==> src/rtl/nbit_mul_pkg.sv <==
// Shared types for the iterative shift-add multiplier.
// FSM state encoding and the counter-width helper.
package nbit_mul_pkg;

  typedef enum logic [1:0] {
    IDLE  = 2'd0,
    RUN   = 2'd1,
    WRITE = 2'd2
  } mulState_e;

  function automatic int clog2(input int n);
    int r;
    int v;
    r = 0;
    v = n - 1;
    while (v > 0) begin
      r++;
      v = v >> 1;
    end
    return r;
  endfunction

endpackage

==> src/rtl/nbit_mul_unit_if.sv <==
// Control/regfile bundle for nbit_mul_unit.
// master: drives Start/operands/DestSelect; slave: the multiplier.
interface nbit_mul_unit_if #(
  parameter int REG_SELECT_WIDTH = 5,
  parameter int DATA_WIDTH       = 32
);

  logic                        Start;
  logic [DATA_WIDTH-1:0]       OperandA;
  logic [DATA_WIDTH-1:0]       OperandB;
  logic [REG_SELECT_WIDTH-1:0] DestSelect;
  logic                        Busy;
  logic                        Done;
  logic [DATA_WIDTH-1:0]       WriteData;
  logic [REG_SELECT_WIDTH-1:0] WriteSelect;
  logic                        WriteEnable;

  modport master (
    output Start, OperandA, OperandB, DestSelect,
    input  Busy, Done, WriteData, WriteSelect, WriteEnable
  );

  modport slave (
    input  Start, OperandA, OperandB, DestSelect,
    output Busy, Done, WriteData, WriteSelect, WriteEnable
  );

endinterface

==> src/rtl/nbit_adder.sv <==
// Ripple-carry adder used for the accumulator update.
// Ports: A, B (WIDTH) in; Sum (WIDTH) out, carry-out dropped.
module nbit_adder #(
  parameter int WIDTH = 32
) (
  input  logic [WIDTH-1:0] A,
  input  logic [WIDTH-1:0] B,
  output logic [WIDTH-1:0] Sum
);

  logic c;

  always_comb begin
    Sum = '0;
    c   = 1'b0;
    for (int i = 0; i < WIDTH; i++) begin
      Sum[i] = A[i] ^ B[i] ^ c;
      c      = (A[i] & B[i]) | (c & (A[i] ^ B[i]));
    end
  end

endmodule

==> src/rtl/nbit_mul_unit.sv <==
// Iterative shift-add multiplier between regfile read and write ports.
// Ports: Clk, Reset (sync, active-high), bus (nbit_mul_unit_if.slave).
// Option MUL_EARLY_EXIT_EN: leave RUN once remaining multiplier is 0.
module nbit_mul_unit
  import nbit_mul_pkg::*;
#(
  parameter int REG_SELECT_WIDTH = 5,
  parameter int DATA_WIDTH       = 32
) (
  input logic         Clk,
  input logic         Reset,
  nbit_mul_unit_if.slave bus
);

  localparam int CW =
    (clog2(DATA_WIDTH) < 1) ? 1 : clog2(DATA_WIDTH);
  localparam logic [CW-1:0] LAST = CW'(DATA_WIDTH - 1);

  mulState_e state, stateNext;

  logic [DATA_WIDTH-1:0]       acc, accNext;
  logic [DATA_WIDTH-1:0]       aReg, aNext;
  logic [DATA_WIDTH-1:0]       bReg, bNext;
  logic [REG_SELECT_WIDTH-1:0] destReg, destNext;
  logic [CW-1:0]               count, countNext;
  logic [DATA_WIDTH-1:0]       sum;
  logic                        lastRun;

  nbit_adder #(.WIDTH(DATA_WIDTH)) uAdder (
    .A   (acc),
    .B   (aReg),
    .Sum (sum)
  );

`ifdef MUL_EARLY_EXIT_EN
  assign lastRun = (count == LAST) || ((bReg >> 1) == '0);
`else
  assign lastRun = (count == LAST);
`endif

  always_ff @(posedge Clk) begin
    if (Reset) begin
      state   <= IDLE;
      acc     <= '0;
      aReg    <= '0;
      bReg    <= '0;
      destReg <= '0;
      count   <= '0;
    end else begin
      state   <= stateNext;
      acc     <= accNext;
      aReg    <= aNext;
      bReg    <= bNext;
      destReg <= destNext;
      count   <= countNext;
    end
  end

  always_comb begin
    stateNext = state;
    accNext   = acc;
    aNext     = aReg;
    bNext     = bReg;
    destNext  = destReg;
    countNext = count;
    unique case (state)
      IDLE: begin
        if (bus.Start) begin
          accNext   = '0;
          aNext     = bus.OperandA;
          bNext     = bus.OperandB;
          destNext  = bus.DestSelect;
          countNext = '0;
          stateNext = RUN;
        end
      end
      RUN: begin
        if (bReg[0]) accNext = sum;
        aNext     = aReg << 1;
        bNext     = bReg >> 1;
        countNext = count + CW'(1);
        if (lastRun) stateNext = WRITE;
      end
      WRITE: stateNext = IDLE;
      default: stateNext = IDLE;
    endcase
  end

  // Data/select always mirror the registers; WriteEnable qualifies them.
  assign bus.Busy        = (state != IDLE);
  assign bus.Done        = (state == WRITE);
  assign bus.WriteEnable = (state == WRITE);
  assign bus.WriteData   = acc;
  assign bus.WriteSelect = destReg;

endmodule

==> src/flat_wrapper.sv <==
// flat-port wrapper written by rule: the top's interface ports become plain ports
module nbit_mul_unit_flat import nbit_mul_pkg::*;
#(
  parameter int REG_SELECT_WIDTH = 5,
  parameter int DATA_WIDTH       = 32
)
  (Clk, Reset, bus_Start, bus_OperandA, bus_OperandB, bus_DestSelect, bus_Busy, bus_Done, bus_WriteData, bus_WriteSelect, bus_WriteEnable);
  nbit_mul_unit_if #(.REG_SELECT_WIDTH(REG_SELECT_WIDTH), .DATA_WIDTH(DATA_WIDTH)) bus_i ();
  input logic Clk;
  input logic Reset;
  input wire logic [$bits(bus_i.Start)-1:0] bus_Start;
  input wire logic [$bits(bus_i.OperandA)-1:0] bus_OperandA;
  input wire logic [$bits(bus_i.OperandB)-1:0] bus_OperandB;
  input wire logic [$bits(bus_i.DestSelect)-1:0] bus_DestSelect;
  output wire logic [$bits(bus_i.Busy)-1:0] bus_Busy;
  output wire logic [$bits(bus_i.Done)-1:0] bus_Done;
  output wire logic [$bits(bus_i.WriteData)-1:0] bus_WriteData;
  output wire logic [$bits(bus_i.WriteSelect)-1:0] bus_WriteSelect;
  output wire logic [$bits(bus_i.WriteEnable)-1:0] bus_WriteEnable;
  assign bus_i.Start = bus_Start;
  assign bus_i.OperandA = bus_OperandA;
  assign bus_i.OperandB = bus_OperandB;
  assign bus_i.DestSelect = bus_DestSelect;
  assign bus_Busy = bus_i.Busy;
  assign bus_Done = bus_i.Done;
  assign bus_WriteData = bus_i.WriteData;
  assign bus_WriteSelect = bus_i.WriteSelect;
  assign bus_WriteEnable = bus_i.WriteEnable;
  nbit_mul_unit #(.REG_SELECT_WIDTH(REG_SELECT_WIDTH), .DATA_WIDTH(DATA_WIDTH)) u_core (.Clk(Clk), .Reset(Reset), .bus(bus_i));
endmodule
==> config.mk <==
export PLATFORM = sky130hd
export DESIGN_NAME = nbit_mul_unit_flat
export DESIGN_NICKNAME = d
export VERILOG_FILES = /design/src/rtl/nbit_mul_pkg.sv /design/src/rtl/nbit_mul_unit_if.sv /design/src/rtl/nbit_adder.sv /design/src/rtl/nbit_mul_unit.sv /design/src/flat_wrapper.sv
export SDC_FILE = /design/constraint.sdc
export NUM_CORES = 1
export LEC_CHECK = 0
export ABC_AREA = 1
export ABC_CLOCK_PERIOD_IN_PS = 16600
export CORE_MARGIN = 8
export CORE_UTILIZATION = 50
export CTS_BUF_LIST = sky130_fd_sc_hd__clkbuf_8
export CTS_CLUSTER_DIAMETER = 50
export CTS_CLUSTER_SIZE = 25
export DETAILED_ROUTE_END_ITERATION = 8
export PLACE_DENSITY = 0.85
export SYNTH_ARGS = -nofsm -noshare
export SYNTH_HDL_FRONTEND = slang
export SYNTH_SLANG_ARGS = --single-unit
==> constraint.sdc <==
create_clock -name Clk -period 16.6 [get_ports Clk]
set_input_delay 3.32 -clock Clk [delete_from_list [all_inputs] [get_ports Clk]]
set_output_delay 3.32 -clock Clk [all_outputs]
set_load 0.005 [all_outputs]
; Word-level counts from Yosys, hierarchy flattened
; Cells that the tools add are included.
[op_classes]
addsub = 1
n_mul = 0
div = 0
magnitude_cmp = 0
n_eq_ne = 6
shifts = 0
muxes = 12
n_bitwise = 154
n_reduce_logical = 7
[ops]
columns = cell, count
row1 = $pmux W32 S2, 3
row2 = $mux W32, 4
row3 = $xor A1 B1 Y1, 63
row4 = $and A1 B1 Y1, 61
row5 = $or A1 B1 Y1, 30
row6 = $pmux W5 S2, 1
row7 = $reduce_and A2 Y1, 3
row8 = $add A5 B1 Y5 const B, 1
row9 = $eq A5 B5 Y1 const B, 1
row10 = $mux W5, 1
row11 = $mux W2, 2
row12 = $ne A2 B1 Y1 const B, 2
row13 = $pmux W2 S2, 1
row14 = $reduce_bool A2 Y1, 2
row15 = $reduce_and A3 Y1, 1
row16 = $eq A2 B1 Y1 const B, 1
row17 = $eq A2 B2 Y1 const B, 1
row18 = $logic_not A2 Y1, 1
row19 = $ne A2 B2 Y1 const B, 1
[word_totals]
regBits = 108
latchBits = 0
ramBits = 0
romBits = 0
in_bits = 72
output_inout_bits = 40
wordCells = 186
mem_count = 0

; Logic depth before layout (Yosys ltp)
[logic_depth]
depth_word = 64
depth_mapped = 41
ltp_nobuf = 41

; Modules after synthesis
; Synthesis repeated with hierarchy kept, for this count alone.
[hier_totals]
cells_unflattened = 732
area_unflattened_um2 = 5250.0
[modules_own_cells]
columns = module, instances, cells_each, area_per_inst_um2, seq_area_each_um2
row1 = nbit_mul_unit, 1, 687, 4580.6, 2162.1
row2 = nbit_adder, 1, 45, 669.4, 0.0

; Worst setup path before layout
; No wires, ideal clock.
[synth_path]
path_type = register to register
startpoint = reg u_core.acc[0], in the netlist u_core.bus.WriteData[0]
endpoint = reg u_core.acc[31], in the netlist u_core.bus.WriteData[31]
setup_time_ps = 113
t_arrival_ps = 13228
required_time_ps = 16487
path_slack_ps = 3259
path_stages_with_launch = 41
n_path_buf = 0
synth_period_minus_slack_ps = 13341
cell_sequence = dfxtp_1 > ha_1 > inv_1 > fa_1 > fa_1 > fa_1 > fa_1 > fa_1 > fa_1 > fa_1 > fa_1 > fa_1 > fa_1 > fa_1 > fa_1 > fa_1 > fa_1 > fa_1 > [... 5 more ...] > fa_1 > fa_1 > fa_1 > fa_1 > fa_1 > fa_1 > fa_1 > fa_1 > inv_1 > fa_1 > inv_1 > fa_1 > inv_1 > nand2_1 > nand2_1 > nor2_1 > nor2_1 > nor2_1
[synth_between]
elab_chain_len = 64
[synth_rtl]
columns = item, line
row1 = "start, declared", nbit_mul_unit.sv:21  ; logic [DATA_WIDTH-1:0] acc, accNext;
row2 = "start signal, assigned", nbit_mul_unit.sv:51  ; acc <= accNext;
row3 = $and A1 B1 Y1 (2 in series), nbit_adder.sv:18  ; c = (A[i] & B[i]) | (c & (A[i] ^ B[i]));
row4 = $or A1 B1 Y1, nbit_adder.sv:18
row5 = $and A1 B1 Y1, nbit_adder.sv:18
row6 = $or A1 B1 Y1, nbit_adder.sv:18
row7 = $and A1 B1 Y1, nbit_adder.sv:18
row8 = $or A1 B1 Y1, nbit_adder.sv:18
row9 = $and A1 B1 Y1, nbit_adder.sv:18
row10 = $or A1 B1 Y1, nbit_adder.sv:18
row11 = [... 47 more ...], -
row12 = $or A1 B1 Y1, nbit_adder.sv:18
row13 = $and A1 B1 Y1, nbit_adder.sv:18
row14 = $or A1 B1 Y1, nbit_adder.sv:18
row15 = $and A1 B1 Y1, nbit_adder.sv:18
row16 = $or A1 B1 Y1, nbit_adder.sv:18
row17 = $xor A1 B1 Y1, nbit_adder.sv:17  ; Sum[i] = A[i] ^ B[i] ^ c;
row18 = $mux W32, nbit_mul_unit.sv:78  ; if (bReg[0]) accNext = sum;
row19 = $pmux W32 S2, nbit_mul_unit.sv:66  ; unique case (state)
; Every way passes these cells. The select of a mux whose other input is x is not followed.
; A chain may end at the register's enable or synchronous reset.

; Worst setup path after layout
; Same ends and word-level chain as after synthesis.

==> results by group <==
Run status
  – Run status: finished, final reports clean

Setup path
  – Setup crit start kind: register
  – Critical path's largest stage delay: 0.45 ns
  – Worst Setup End Kind: register
  – Critical path's slowest cell: fa_1
  – Most used cell, CP: fa_1
  – CP arrival: 14.03 ns
  – R2R Path Start: u_core.bus.WriteData[0]
  – WP buf/inv: 4
  – Worst EP required: 16.87 ns
  – R2R Setup Slk: 2.85 ns
  – Crit Path Category: register to register
  – Reg2Reg Capture Point: u_core.bus.WriteData[31]
  – Maximum fanout along the worst path: 3
  – Top delay family on crit path: adder cells
  – R2R depth: 40

Finish
  – Fill cells: 1057
  – Final net count: 1039
  – P&R area growth vs syn: 22.6%
  – Commonest non-fill, non-tap cell in the layout: nand2_1
  – Final core occ: 62.4%
  – Layout cells sized above 1: 3.09%
  – Most frequent cells in the layout: nand2_1 (236), nor2_1 (154), inv_1 (127)
  – Antenna Cells: 0

Drt
  – DRT antenna net count: 0
  – WL met1: 5.73 mm
  – Vias: 5234
  – Initial DRC Count: 369
  – Post-route DRC: 0
  – Met3 Routed Length: 985 microns
  – Highest Signal Layer: met4
  – Via density: 4.84
  – Pre-Repair DR Iteration Count: 5
  – Total length of routed wires: 13.2 mm
  – Routed wire per std cell: 12.2 microns
  – Met2 WL: 6.37 mm

Placement
  – Dpl ws: 2.77 ns
  – Final HPWL DP: 8.92 mm
  – Final GP Congestion: 0.761
  – Buffers on Ports: 111

Die
  – Top Ports: 112
  – Chip width: 123 microns
  – Site Rows: 39
  – DIE AREA: 0.0152 sq mm
  – Initial Util: 50.9%
  – Vert. Die Dim: 123 microns
  – Core box area: 0.0113 sq mm

Power and ir drop
  – Worst vdd ir: 0.0515 mV
  – Tot Pwr: 0.000567 W
  – P_leak: 3.04 nW
  – Pwr Density: 80.3 mW/mm^2

Timing
  – Min Tclk post-route: 13.75 ns
  – Post-route setup TNS: 0 ns
  – Layout Skew: 0.00798 ns
  – Final WS setup: 2.85 ns
  – RSZ-0062 raised after global routing: false
  – Worst slew pin tran: 1.13 ns
  – Hold Violations, Final: 0
  – Period Utilization, post-route: 82.9%
  – Slew headroom: 24.7%
  – Fmax: 72.7 MHz
  – Final Max Tran Viols: 0
  – Final setup fails: 0

Clocking
  – H-tree Lvls: 3
  – Post-cts resize count: 0
  – Worst-skew pair later-pin latency: 0.37 ns
  – Cts bufs inserted: 9
  – Setup Buffers After CTS: 0
  – Clk sinks: 108
  – CTS clk-pin slew, worst paths: 0.09 ns
  – Cts hold-fix bufs: 0
  – CTS root buf: clkbuf_8
  – CTS max path bufs: 2
  – TritonCTS clock tree: done

Global route
  – Initial antenna violation count: 0
  – Largest net degree at the start of global routing: 129
  – Global Route Usage Sum: 18.1%
  – First-pass GRT wire length: 22.5 mm
  – GRT overflow: 0
  – Number of global-route vias before repair: 4933

Logic synthesis
  – Mapped Cells: 857
  – Sequential area share after synthesis: 37.5%
  – Syn avg cell area: 6.72 sq um
  – Synth warn: 0
  – Number of synthesized register bits: 108
  – Distinct cells, synth: 19
  – Post-Syn Area: 0.00576 sq mm
  – Syn Nets: 962

Flow run
  – Max-cap violations: 0

Min path
  – Worst hold path depth: 2
  – Worst Hold Path EP: u_core.bReg[31]
  – Hold crit path type: register to register
  – Min-delay src: u_core.bReg[31]
==> cell type report <==
cell class                 instances  area [sq um]  area share [%]
clock buffer                      12           165            2.34
clock inverter                     4          47.5           0.673
inverter                         130           488            6.91
multi-input combinational        570          2880            40.8
sequential                       108          2160            30.6
tap                              143           179            2.53
timing repair buffer             115          1140            16.2
==> worst reg2reg max path: cells and delay by family (launching register included) <==
kind                       cells  cell delay, ns
adders and majority gates     31           12.71
DFF                            1            0.37
and+or+nand+nor                5            0.33
buffers and inverters          4            0.27
==> worst max-delay path by stage <==
stage	startpoint	to	slack (ns)	depth (start not counted)
2_1_floorplan	u_core.bus.WriteData[0]	u_core.bus.WriteData[31]	3.26	40
3_3_place_gp	u_core.bus.WriteData[0]	u_core.bus.WriteData[31]	2.94	40
3_5_place_dp	u_core.bus.WriteData[0]	u_core.bus.WriteData[31]	2.77	40
4_1_cts	u_core.bus.WriteData[0]	u_core.bus.WriteData[31]	2.72	40
5_1_grt	u_core.bus.WriteData[0]	u_core.bus.WriteData[31]	2.20	41
6_report	u_core.bus.WriteData[0]	u_core.bus.WriteData[31]	2.85	40
==> registers in the layout (all words and copies together) (netlist names) <==
signal,cells
u_core.aReg,32
u_core.bReg,32
u_core.bus.WriteData,32
u_core.count,5
u_core.state,2
u_core.bus.WriteSelect,5
==> synthesized netlist by cell type <==
cell type	count	area [sq um]
a21oi_1	35	175
buf_2	26	130
buf_4	7	52.6
clkbuf_1	16	60.1
dfxtp_1	108	2160
fa_1	30	601
ha_1	3	37.5
inv_1	126	473
inv_2	4	15.0
nand2_1	236	886
nand2_2	2	12.5
nand3_1	34	170
nand3_2	1	10.0
nand4_1	3	18.8
nor2_1	154	578
nor2_4	2	22.5
nor3_1	2	10.0
o21ai_0	67	335
o21ai_2	1	8.76
==> cells by family after synthesis <==
family / Yosys count / synth area share (%)
DFF: 108 / 37.5
and+or+nand+nor: 434 / 29.7
buffers and inverters: 179 / 12.7
AOI/OAI and AO/OA: 103 / 9.02
adders and majority gates: 33 / 11.1
==> power by group <==
| part | switching, W | internal (W) | total (W) |
|---|---|---|---|
| logic | 0.0000659 | 0.0000479 | 0.000114 |
| registers | 0.00000683 | 0.000277 | 0.000284 |
| clock network | 0.0000879 | 0.0000818 | 0.000170 |
| total | 0.000161 | 0.000406 | 0.000567 |
==> layer usage <==
metal  vias up  global-route usage (%)
li1       2705                       -
met1      2357                    21.6
met2       160                    31.5
met3        12                    4.98
met4         0                    5.12
met5         -                       0
==> through the flow <==
step	cells	area, sq um	hold slack [ns]
after detailed placement	1066	6850	0.460
after CTS	1082	7060	0.474
after global placement	1066	6850	0.453
final	1082	7060	0.471
after floorplan	857	5760	0.444
after global routing	1082	7060	0.509
Power figures use the tool's default switching activity.
